==> config.mk <==
export PLATFORM = sky130hd
export DESIGN_NAME = dt_integrator
export DESIGN_NICKNAME = d
export VERILOG_FILES = /design/src/rtl/dt_integrator.sv
export SDC_FILE = /design/constraint.sdc
export NUM_CORES = 1
export LEC_CHECK = 0
export CAP_MARGIN = 10
export CORE_AREA = 8 8 83 85
export DETAILED_ROUTE_END_ITERATION = 8
export DIE_AREA = 0 0 91 93
export PLACE_DENSITY_LB_ADDON = 0.12
export SLEW_MARGIN = 20
export SYNTH_ARGS = -nofsm -noshare
export SYNTH_HDL_FRONTEND = slang
export SYNTH_SLANG_ARGS = --single-unit
==> constraint.sdc <==
create_clock -name clk -period 6.8 [get_ports clk]
set_input_delay 1.7 -clock clk [delete_from_list [all_inputs] [get_ports clk]]
set_output_delay 1.7 -clock clk [all_outputs]
set_load 0.01 [all_outputs]
==> src/rtl/dt_integrator.sv <==
// dt_integrator: rebuilds an absolute temperature from scaled dT samples, periodically re-anchored
module dt_integrator #(
  parameter int RESYNC_MAX = 64
) (
  input  logic              clk,
  input  logic              rst_n,
  input  logic              init,
  input  logic signed [7:0] T_anchor,
  input  logic              anchor_valid,
  input  logic signed [7:0] dT_in,
  input  logic              dT_valid,
  input  logic [7:0]        k_dt,
  output logic signed [7:0] T_hat,
  output logic              t_valid,
  input  logic              t_ready,
  output logic              resync_req,
  output logic              sat_flag
);
  localparam int CW = $clog2(RESYNC_MAX + 1);
  typedef enum logic {IDLE, TRACK} state_t;
  state_t state_q, state_d;
  logic signed [7:0] acc_q, acc_d, t_hat_q, t_hat_d;
  logic [CW-1:0] cnt_q, cnt_d;
  logic t_valid_q, t_valid_d, pending_q, pending_d, resync_q, resync_d, sat_q, sat_d;
  logic [2:0] k;
  logic signed [16:0] sum;
  logic integ, upd, clamped;
  always_comb begin
    k = (k_dt > 8'd7) ? 3'd7 : k_dt[2:0];
    sum = $signed({{9{acc_q[7]}}, acc_q}) + ($signed({{9{dT_in[7]}}, dT_in}) <<< k);
    clamped = (sum > 17'sd127) || (sum < -17'sd128);
    integ = (state_q == TRACK) && dT_valid && !anchor_valid && !init;
    upd = anchor_valid || integ;
    state_d = state_q;
    acc_d = acc_q;
    cnt_d = cnt_q;
    resync_d = resync_q;
    sat_d = sat_q;
    t_hat_d = t_hat_q;
    t_valid_d = t_valid_q;
    pending_d = pending_q;
    if (anchor_valid) begin
      state_d = TRACK;
      acc_d = T_anchor;
      cnt_d = '0;
      resync_d = 1'b0;
      sat_d = 1'b0;
    end else if (integ) begin
      acc_d = clamped ? (sum[16] ? 8'h80 : 8'h7f) : sum[7:0];
      sat_d = sat_q || clamped;
      cnt_d = (cnt_q == CW'(RESYNC_MAX)) ? cnt_q : cnt_q + CW'(1);
      resync_d = resync_q || (cnt_d == CW'(RESYNC_MAX));
    end
    // a blocked slot keeps T_hat frozen; the newest acc goes out once it frees up
    if (!t_valid_q || t_ready) begin
      t_valid_d = pending_q || upd;
      t_hat_d = (pending_q || upd) ? acc_d : t_hat_q;
      pending_d = 1'b0;
    end else begin
      pending_d = pending_q || upd;
    end
    if (init) begin
      state_d = IDLE;
      acc_d = acc_q;
      sat_d = sat_q;
      t_hat_d = t_hat_q;
      t_valid_d = 1'b0;
      pending_d = 1'b0;
      cnt_d = '0;
      resync_d = 1'b0;
    end
  end
  always_ff @(posedge clk or negedge rst_n) begin
    if (!rst_n) begin
      state_q <= IDLE;
      acc_q <= '0;
      t_hat_q <= '0;
      t_valid_q <= 1'b0;
      pending_q <= 1'b0;
      cnt_q <= '0;
      resync_q <= 1'b0;
      sat_q <= 1'b0;
    end else begin
      state_q <= state_d;
      acc_q <= acc_d;
      t_hat_q <= t_hat_d;
      t_valid_q <= t_valid_d;
      pending_q <= pending_d;
      cnt_q <= cnt_d;
      resync_q <= resync_d;
      sat_q <= sat_d;
    end
  end
  assign T_hat = t_hat_q;
  assign t_valid = t_valid_q;
  assign resync_req = resync_q;
  assign sat_flag = sat_q;
endmodule

==> impl_summary.txt <==
----------------------------------------------------
[Status]
  Status ... finished, final reports clean

[Clocking]
  CTS tree ... built
  Worst skew pair latency ... around 0.28 ns
  Max Root-Sink Buffers ... 2
  Root cell of the clock tree ... sky130_fd_sc_hd__clkbuf_8
  Number of resized instances in the post-cts repair step ... 0
  Reg clk slew, reported paths ... about 0.1 ns
  Hold buffer count at CTS ... 0
  H-tree levels ... 1
  Sink Count ... 28
  Post-CTS Setup Repair Bufs ... 0
  Num CTS Buffers ... 3

[Synthesis]
  Ys async rst share ... 100%
  Yosys synthesis warning count ... 0
  Synthesized instance count ... 379
  Flip-flop and latch count after synthesis ... 28
  Syn nets ... approximately 430
  Number of unique standard cell types used by synthesis ... 67
  Top cell type's share of synthesized area ... about a quarter
  Count of flip-flops with a built-in enable after synthesis ... 0
  Synth area leader ... sky130_fd_sc_hd__dfrtp_1
  Syn Area/Cell ... just under 8 um^2
  Top cells by area, synth ... sky130_fd_sc_hd__dfrtp_1 (23%), sky130_fd_sc_hd__ha_1 (7.9%), sky130_fd_sc_hd__a21oi_1 (7.2%), sky130_fd_sc_hd__nor2_1 (6.6%), sky130_fd_sc_hd__nand2_1 (4.9%)
  Post-Synthesis Cell Area ... 3000 um^2
  Dominant register cell in the synthesized netlist ... sky130_fd_sc_hd__dfrtp_1
  Sequential element share of the synthesized area ... between 20% and 30%

[Setup path]
  Cell-by-cell listing of the critical path ... clkdlybuf4s50_1 > nor3_1 > nand2_1 > nor2_1 > buf_4 > mux2_2 > mux2_2 > nand2_1 > nand2_1 > ha_1 > nand2_1 > o21a_1 > a21boi_2 > xnor2_1 > nand3_1 > o41ai_2 > o22ai_2 > a21oi_2 > a21oi_1
  CP arrival ... 6.09 ns
  Bufs and invs on worst path ... 2
  Cell occurring most often along the worst timing path ... sky130_fd_sc_hd__nand2_1
  Critical path fanouts, max ... 12
  Slowest Stage Delay on Critical Path ... 0.50 ns
  Library cell contributing the largest single delay on the critical path ... sky130_fd_sc_hd__ha_1
  Category of the critical setup timing path ... input pin to register
  Critical Path End Type ... register
  Worst path required time ... 6.91 ns
  Launching element type of the critical path ... input pin
  Family with the most delay on the worst path ... compound AO/OA/AOI/OAI gates

[STA]
  Worst Tran Pin Value ... 1.08 ns
  Final count of hold timing violations ... 0
  Fin Setup TNS ... 0 ns
  Worst hold slack ... slightly above 0.5 ns
  Time the worst path needs with I/O delays and setup ... 5.97 ns
  Number of endpoints failing setup at the final stage ... 0
  Slew Limit Headroom ... 28.0%
  Post-route clock period utilization ... 87.8%
  RSZ-0062 raised after global routing ... no
  Clock Skews ... 0.00540 ns
  Number of pins exceeding their max-slew limit in the final report ... 0
  Achievable clock frequency ... 0.167 GHz
  Final WS setup ... between 0.8 and 0.9 ns

[Placed design]
  Instance area after placement ... ~3400 um^2
  Post-placement worst setup slack ... ~0.60 ns
  Post-detailed-placement half-perimeter wirelength ... 5970 um
  PortBufs ... 40
  DP Cell Count ... ~480
  Gp weighted congestion ... 0.836

[GRT]
  Wire length of the first global-routing pass ... 12700 um
  Total track usage ... around 17%
  Via count of the first global-routing pass ... between 2k and 3k
  Initial antenna violation count ... 0
  Largest net degree at the start of global routing ... 29
  Leftover overflow at the end of global routing ... 0

[Route]
  Via count of the routed design ... 2899
  DRC viols ... 0
  Number of nets with antenna violations after detailed routing ... 0
  Final Routed Wirelength ... 7610 um
  Number of detailed-routing iterations run before antenna repair ... 4
  Iteration-0 DRC Markers ... 103
  Via density per instance ... between 5 and 6
  Average wire per standard cell ... 15.7 um

[Power and ir drop]
  Pwr Total ... 0.683 mW
  Max VDD drop ... 95.5 uV
  Cell area power density ... 194 nW/um^2
  Static Leak ... 1.41 nW

[Floorplan]
  Count of standard-cell rows ... 28
  Initial Utilization ... roughly 53%
  Die Area ... 8460 um^2
  Die Span X ... 91 um
  I/O pins ... 41
  Vertical extent of the die ... 93 um
  CORE AREA ... 5680 um^2

[Finish]
  Most common library cell in the layout ignoring fill and taps ... sky130_fd_sc_hd__nor2_1
  Utilization after layout ... 62.0%
  Antenna diode count ... 0
  Syn-to-layout area delta ... 17.3%
  Layout cells sized above 1 ... 10.5%
  Post-layout net count ... around 460
  Number of standard cells in the layout, taps in and fillers out ... 485
  Most frequent cells in the layout ... sky130_fd_sc_hd__nor2_1 (53), sky130_fd_sc_hd__a21oi_1 (43), sky130_fd_sc_hd__clkdlybuf4s50_1 (40), sky130_fd_sc_hd__nand2_1 (39), sky130_fd_sc_hd__dfrtp_1 (28)
  Cell area after layout ... between 3000 and 4000 um^2

[Worst hold path]
  Hold WC Path Type ... register to register

[Job]
  MaxCap Viol Count ... 0

----------------------------------------------------
-- tightest hold or removal path: stages (launching register included) --
cell and delay, ns:
sky130_fd_sc_hd__dfrtp_1 0.37, sky130_fd_sc_hd__a21oi_1 0.04, sky130_fd_sc_hd__nor2_1 0.07
-- cell type report --
class,count,area (um^2)
Clock buffer,3,41.3
Clock inverter,1,30.0
Fill cell,532,2160
Inverter,6,22.5
Multi-Input combinational cell,328,2200
Sequential cell,28,701
Tap cell,75,93.8
Timing Repair Buffer,44,430
-- cells by family (layout without fill, tap and decap cells) --
logic type      count (synthesis)  count (layout)  synth area share [%]
mux                            15              15                  5.26
compound gates                116             116                  29.2
xor+xnor                       13              13                  3.80
flops                          28              28                  23.4
buf+inv                        23              54                  3.30
fa+ha+maj                      20              20                  8.59
simple gates                  164             164                  26.5
-- synthesized netlist by cell type (2+ instances only) --
master                      number
sky130_fd_sc_hd__or2_2           3
sky130_fd_sc_hd__a31oi_1         2
sky130_fd_sc_hd__nor3_1         11
sky130_fd_sc_hd__dfrtp_1        28
sky130_fd_sc_hd__nor4_1          2
sky130_fd_sc_hd__ha_1           19
sky130_fd_sc_hd__a21oi_2         8
sky130_fd_sc_hd__xor2_1          7
sky130_fd_sc_hd__nor3b_1         2
sky130_fd_sc_hd__o21ai_2         2
sky130_fd_sc_hd__or3_1           2
sky130_fd_sc_hd__mux2_2          6
sky130_fd_sc_hd__clkbuf_1       13
sky130_fd_sc_hd__and3_1          5
sky130_fd_sc_hd__o21a_1          4
sky130_fd_sc_hd__xnor2_1         6
sky130_fd_sc_hd__nor2_1         53
sky130_fd_sc_hd__inv_1           6
sky130_fd_sc_hd__nand4_1         4
sky130_fd_sc_hd__o22ai_1         2
sky130_fd_sc_hd__mux2i_1         9
sky130_fd_sc_hd__a2111oi_4       2
sky130_fd_sc_hd__a211oi_1        2
sky130_fd_sc_hd__nand3b_1        2
sky130_fd_sc_hd__a21o_1          4
sky130_fd_sc_hd__a21oi_1        43
sky130_fd_sc_hd__nand3_1         6
sky130_fd_sc_hd__o211ai_1        7
sky130_fd_sc_hd__nand2_1        39
sky130_fd_sc_hd__nand2b_1       18
sky130_fd_sc_hd__o21ai_1         2
sky130_fd_sc_hd__o211a_1         2
sky130_fd_sc_hd__nor2b_1         6
sky130_fd_sc_hd__o311ai_0        7
sky130_fd_sc_hd__and2_1          3
sky130_fd_sc_hd__o21ai_0        10
sky130_fd_sc_hd__nand2_2         2
-- metal layers --
metal  vias up  share of wire (%)  global-route usage [%]
met5         -                  0                       0
met4         0               0.99                    3.82
li1       1441                  -                       -
met2        91                 49                    30.2
met1      1360                 45                    22.5
met3         7                5.3                    2.64
-- flip-flops by register name, indices dropped and copies added, names as in the netlist --
register / flops
T_hat: 8
acc_q: 8
cnt_q: 7
pending_q: 1
resync_req: 1
sat_flag: 1
state_q: 1
t_valid: 1
-- where the power goes --
part           leakage, nW  internal [mW]  switching (mW)
registers            0.356          0.187          0.0214
clock network       0.0357         0.0789          0.0536
logic                 1.02          0.149           0.193
total                 1.41          0.415           0.268
-- path summary, 6_finish.rpt --
| path | start | slack (ns) | depth (start not counted) | to |
|---|---|---|---|---|
| setup / recovery | k_dt[7] | 0.83 | 19 | acc_q[0] |
| hold / removal | resync_req | 0.52 | 2 | resync_req |
| setup reg to reg | acc_q[7] | 3.48 | 10 | acc_q[0] |
| hold reg to reg | resync_req | 0.52 | 2 | resync_req |
| max in group asynchronous | rst_n | 4.73 | 2 | T_hat[1] |
| min in group asynchronous | rst_n | 1.79 | 2 | cnt_q[5] |
Note: power is estimated with default switching activity, not from simulation.
